==> config.mk <==
export PLATFORM = sky130hd
export DESIGN_NAME = notch_coeff_ctrl
export DESIGN_NICKNAME = d
export VERILOG_FILES = /design/src/rtl/notch_coeff_ctrl.sv
export SDC_FILE = /design/constraint.sdc
export NUM_CORES = 1
export LEC_CHECK = 0
export ABC_AREA = 1
export ABC_CLOCK_PERIOD_IN_PS = 15850
export CAP_MARGIN = 30
export CORE_MARGIN = 3
export CORE_UTILIZATION = 45
export CTS_BUF_LIST = sky130_fd_sc_hd__clkbuf_4 sky130_fd_sc_hd__clkbuf_8
export DETAILED_ROUTE_END_ITERATION = 12
export PLACE_DENSITY = 0.77
export SYNTH_ARGS = -nofsm -noshare
export SYNTH_HDL_FRONTEND = slang
export SYNTH_SLANG_ARGS = --single-unit
==> constraint.sdc <==
create_clock -name clk_i -period 15.85 [get_ports clk_i]
set_input_delay 2.3775 -clock clk_i [delete_from_list [all_inputs] [get_ports clk_i]]
set_output_delay 2.3775 -clock clk_i [all_outputs]
set_load 0.05 [all_outputs]
==> src/rtl/notch_coeff_ctrl.sv <==
// Run-time coefficient controller for the halfband notch filter.
// Holds a shadow tap bank written from the register bus. On commit it forces
// the filter output into bypass, copies shadow to active one tap per clock,
// waits for the filter pipeline to flush, then releases bypass.
module notch_coeff_ctrl #(
    parameter int NTAPS         = 14,
    parameter int CBITS         = 18,
    parameter int SETTLE_CYCLES = 24,
    parameter int BYPASS_LEAD   = 2
) (
    input  logic                   clk_i,
    input  logic                   rst_i,
    input  logic                   coeff_wr_i,
    input  logic [3:0]             coeff_addr_i,
    input  logic [CBITS-1:0]       coeff_dat_i,
    output logic                   coeff_err_o,
    input  logic                   update_req_i,
    output logic                   update_busy_o,
    output logic                   update_done_o,
    input  logic                   bypass_force_i,
    output logic                   bypass_o,
    output logic [NTAPS*CBITS-1:0] coeff_o
);

    localparam int IW      = $clog2(NTAPS);
    localparam int CNT_MAX = (SETTLE_CYCLES > BYPASS_LEAD) ? SETTLE_CYCLES : BYPASS_LEAD;
    localparam int CW      = $clog2(CNT_MAX + 1);

    localparam logic [3:0]    ADDR_LIMIT = 4'(NTAPS);
    localparam logic [IW-1:0] IDX_LAST   = IW'(NTAPS - 1);
    localparam logic [CW-1:0] LEAD_LAST  = CW'(BYPASS_LEAD - 1);
    localparam logic [CW-1:0] SETL_LAST  = CW'(SETTLE_CYCLES - 1);

    typedef enum logic [2:0] {
        S_IDLE,
        S_LEAD,
        S_LOAD,
        S_SETTLE,
        S_DONE
    } state_t;

    // Default notch set: positive chain in taps 0-6, negative chain in 7-13.
    function automatic logic [CBITS-1:0] default_tap(input int k);
        case (k)
            0:       return CBITS'(151);
            1:       return CBITS'(340);
            2:       return CBITS'(551);
            3:       return CBITS'(761);
            4:       return CBITS'(947);
            5:       return CBITS'(1086);
            6:       return CBITS'(1160);
            7:       return CBITS'(-70);
            8:       return CBITS'(-241);
            9:       return CBITS'(-444);
            10:      return CBITS'(-657);
            11:      return CBITS'(-858);
            12:      return CBITS'(-1023);
            13:      return CBITS'(-1133);
            default: return '0;
        endcase
    endfunction

    state_t           state_q, state_d;
    logic [CW-1:0]    cnt_q;
    logic [IW-1:0]    idx_q;
    logic [CBITS-1:0] shadow_q [NTAPS];
    logic [CBITS-1:0] active_q [NTAPS];
    logic             wr_ok;
    logic             err_d;

    // State register.
    // NOTE: sequential state uses non-blocking assignments so every register
    // samples pre-edge values regardless of block ordering.
    always_ff @(posedge clk_i or posedge rst_i) begin
        if (rst_i) state_q <= S_IDLE;
        else       state_q <= state_d;
    end

    // Next-state decode plus write/request acceptance.
    // NOTE: every signal driven here gets a default first, so no path can
    // leave it unassigned and infer a latch.
    always_comb begin
        state_d = state_q;
        wr_ok   = coeff_wr_i && (state_q == S_IDLE) && (coeff_addr_i < ADDR_LIMIT);
        err_d   = (coeff_wr_i && !wr_ok) || (update_req_i && (state_q != S_IDLE));
        case (state_q)
            S_IDLE:   if (update_req_i)          state_d = S_LEAD;
            S_LEAD:   if (cnt_q == LEAD_LAST)    state_d = S_LOAD;
            S_LOAD:   if (idx_q == IDX_LAST)     state_d = S_SETTLE;
            S_SETTLE: if (cnt_q == SETL_LAST)    state_d = S_DONE;
            S_DONE:                              state_d = S_IDLE;
            default:                             state_d = S_IDLE;
        endcase
    end

    // Cycle and tap-index counters; both clear whenever the state changes.
    always_ff @(posedge clk_i or posedge rst_i) begin
        if (rst_i) begin
            cnt_q <= '0;
            idx_q <= '0;
        end else if (state_d != state_q) begin
            cnt_q <= '0;
            idx_q <= '0;
        end else begin
            if (state_q == S_LEAD || state_q == S_SETTLE) cnt_q <= cnt_q + 1'b1;
            if (state_q == S_LOAD)                        idx_q <= idx_q + 1'b1;
        end
    end

    // Shadow writes from the bus; active taps copy from shadow during LOAD only.
    // NOTE: both banks are small flop arrays that must come out of reset with
    // a usable filter, so they are reset, unlike a RAM would be.
    always_ff @(posedge clk_i or posedge rst_i) begin
        if (rst_i) begin
            for (int k = 0; k < NTAPS; k++) begin
                shadow_q[k] <= default_tap(k);
                active_q[k] <= default_tap(k);
            end
        end else begin
            if (wr_ok)               shadow_q[coeff_addr_i] <= coeff_dat_i;
            if (state_q == S_LOAD)   active_q[idx_q]        <= shadow_q[idx_q];
        end
    end

    // Registered status outputs, decoded from the upcoming state.
    always_ff @(posedge clk_i or posedge rst_i) begin
        if (rst_i) begin
            bypass_o      <= 1'b0;
            update_busy_o <= 1'b0;
            update_done_o <= 1'b0;
            coeff_err_o   <= 1'b0;
        end else begin
            bypass_o      <= (state_d == S_IDLE) ? bypass_force_i : 1'b1;
            update_busy_o <= (state_d != S_IDLE);
            update_done_o <= (state_d == S_DONE);
            coeff_err_o   <= err_d;
        end
    end

    for (genvar g = 0; g < NTAPS; g++) begin : g_taps
        assign coeff_o[CBITS*g +: CBITS] = active_q[g];
    end

endmodule

==> out/summary.txt <==
Synth Register Bits - 520
Slew Limit Fails - 0
Worst-Margin Slew - 0.981 ns
Startpoint Class - primary input
Vias - 18.5k
crit share post-route - 31.9%
max_slew headroom - 34.5%
status - finished, final reports clean
fmax - 198 MHz
RR Startpoint - idx_q[0]
worst-path maximum fanout - 77
Placer Congestion - 0.789
first-pass GRT wire length - 97.0 mm
number of global-route vias before repair - 18.0k
EDFF count, synth - 0
clock sink count - 520
post-CTS setup buffer count - 0
top-count cell post-synth - nand2_1
Critical R2R Capture - coeff_o[40]
share of the synthesized area in the top cell type - 29.8%
Final Hold Fails - 0
async set-or-reset flop fraction in the synthesized netlist - 100%
Worst Path Required - 16.51 ns
Hold Startpoint - shadow_q[166]
crit path time final - 5.06 ns
full die area - 52,700 sq um
I/O Buffers - 282
Post-Syn Nets - 2,651
Placed Area - 25,800 sq um
worst hold slack - 0.472 ns
GR Overflow Total - 0
share of layout cells above drive strength 1 - 17.1%
largest net degree at the start of global routing - 79
Ports - 283
cells after synthesis - 2,618
final WL - 60.7 mm
Worst EP arrival - 5.72 ns
clk buf depth - 3
Fin Setup TNS - 0 ns
Clock Skews - 0.0248 ns
post-synth cell types - 31
CTS clk-pin slew, worst paths - 0.06 ns
Crit path top cell by count - buf_4
Core Area - 49,200 sq um
Worst-Skew Late Latency - 0.65 ns
Post-CTS Resized - 0
peak supply drop - 0.0535 mV
reg2reg path depth - 11
antenna cell count - 0
slowest stage delay, CP - 0.84 ns
Setup crit start - rst_i
PD cells - 115 nW/um^2
hold depth - 2
die span in y - 230 um
RSZ-0062 raised after global routing - false
routed len/inst - 16.9 um
Post-CTS Hold Fix Bufs - 0
ANT nets after route - 0
nets@finish - 2,892
Yosys top cell by area - dfrtp_1
critical path capture point type - async pin
synth cell count leaders - 1,008 x nand2_1, 347 x o21ai_0, 268 x dfrtp_1, 252 x dfstp_2, 221 x inv_1
clock root cell - clkbuf_8
DP Wirelength - 38.8 mm
total CTS buffers - 82
GRT Resource Usage Total - 22.9%
Hold EP - shadow_q[166]
drt drc - 0
drt initial violations - 1,653
Seq/Total Area, Yosys - 59.2%
ys flop type - dfrtp_1
CTS tree - done
Syn Area/Cell - 8.60 sq um
H-tree Lvls - 3
initial core utilization - 45.8%
slowest library cell on the worst path - buf_4
HP Class - reg -> reg
Mapped Area - 22,500 sq um
CP cell instances - clkdlybuf4s50_1 -> clkinvlp_4 -> buf_4 -> buf_4 -> buf_4
maxcap violations - 0
number of detailed-route iterations in the first pass - 6
Die X - 230 um
# setup viols final - 0
fin area - 27,600 sq um
number of core rows - 81
Placed Cells - 3,438
leakage power - 0.0120 uW
antenna violations before repair - 0
Via density - 5.15
Synth warnings - 0
Layout area overhead - 22.6%
Layout Cells excl Fill - 3,592
main area contributors after synthesis - dfrtp_1 30%, dfstp_2 29%, nand2_1 17%
Crit Path Category - in -> async
flop-to-flop setup slack - 12.30 ns
==> logic make-up (layout without fill, tap and decap cells) <==
| logic type | after synthesis | in the layout | share of synthesized area, % |
|---|---|---|---|
| and+or+nand+nor | 1174 | 1174 | 21.5 |
| adders and majority gates | 6 | 6 | 0.334 |
| AOI/OAI and AO/OA | 517 | 517 | 11.5 |
| xor gates and xnor gates | 5 | 5 | 0.195 |
| buffers and inverters | 396 | 706 | 7.30 |
| DFF | 520 | 520 | 59.2 |
==> critical path, delay by kind of cell <==
kind,cells,cell delay (ns)
buffers and inverters,5,3.24
==> flip-flops by register name, summed over array words and instances (netlist names) <==
name,flops
bypass_o,1
cnt_q,5
coeff_err_o,1
coeff_o,252
idx_q,4
shadow_q,252
state_q,3
update_busy_o,1
update_done_o,1
==> power breakdown <==
group	internal (uW)	switching (uW)
combinational	146	396
sequential	1410	35.0
clock	685	512
==> final cells by class <==
| cell class | count | area, sq um |
|---|---|---|
| Inverter | 230 | 868 |
| Timing Repair Buffer | 323 | 3240 |
| Clock buffer | 145 | 1730 |
| Multi-Input combinational cell | 1702 | 7540 |
| Fill cell | 4166 | 21600 |
| Sequential cell | 520 | 13300 |
| Clock inverter | 8 | 57.6 |
| Tap cell | 664 | 831 |
==> routing by layer <==
layer	vias up	share of wire [%]	track usage, %
met5	-	0	0
met4	0	3.3	9.76
met3	125	7.6	4.18
met2	791	48	37.9
met1	8873	42	29.7
li1	8716	-	-
==> placed cells by master (no fill, tap or decap), types with 2 or more instances in the layout <==
cell	count
nand2_1	1008
buf_4	33
nand3_2	2
nor2_1	22
buf_16	5
inv_6	2
o21ai_1	162
clkinv_2	3
nand3_1	96
buf_6	3
o21ai_0	347
a21oi_1	8
nand4_4	4
nand3_4	3
xor2_1	5
clkdlybuf4s50_1	282
nand2_2	2
nor2_2	19
dfstp_2	252
clkbuf_4	42
nand2_4	8
inv_1	220
clkbuf_8	103
ha_1	6
inv_2	8
clkinvlp_4	5
nand4_1	2
dfrtp_1	266
nor2_4	3
==> worst max path at each step <==
| stage | to | slack, ns | cells past startpoint |
|---|---|---|---|
| final | coeff_o[75] | 10.79 | 5 |
| after global routing | coeff_o[75] | 10.31 | 5 |
| after CTS | coeff_o[78] | 10.70 | 5 |
| after detailed placement | coeff_o[132] | 10.0 | 5 |
| after global placement | coeff_o[150] | 10.12 | 5 |
| after floorplan | bypass_o | 6.61 | 1 |
==> through the flow <==
stage	power [uW]	util, %	setup slack (ns)
3_3_place_gp	1970	52.1	10.12
6_report	3180	56.2	10.79
2_1_floorplan	1820	-	6.61
3_5_place_dp	2000	52.5	10.0
4_1_cts	3200	56.1	10.70
5_1_grt	3330	56.2	10.31
No activity file was read; power rests on OpenSTA's default activity.
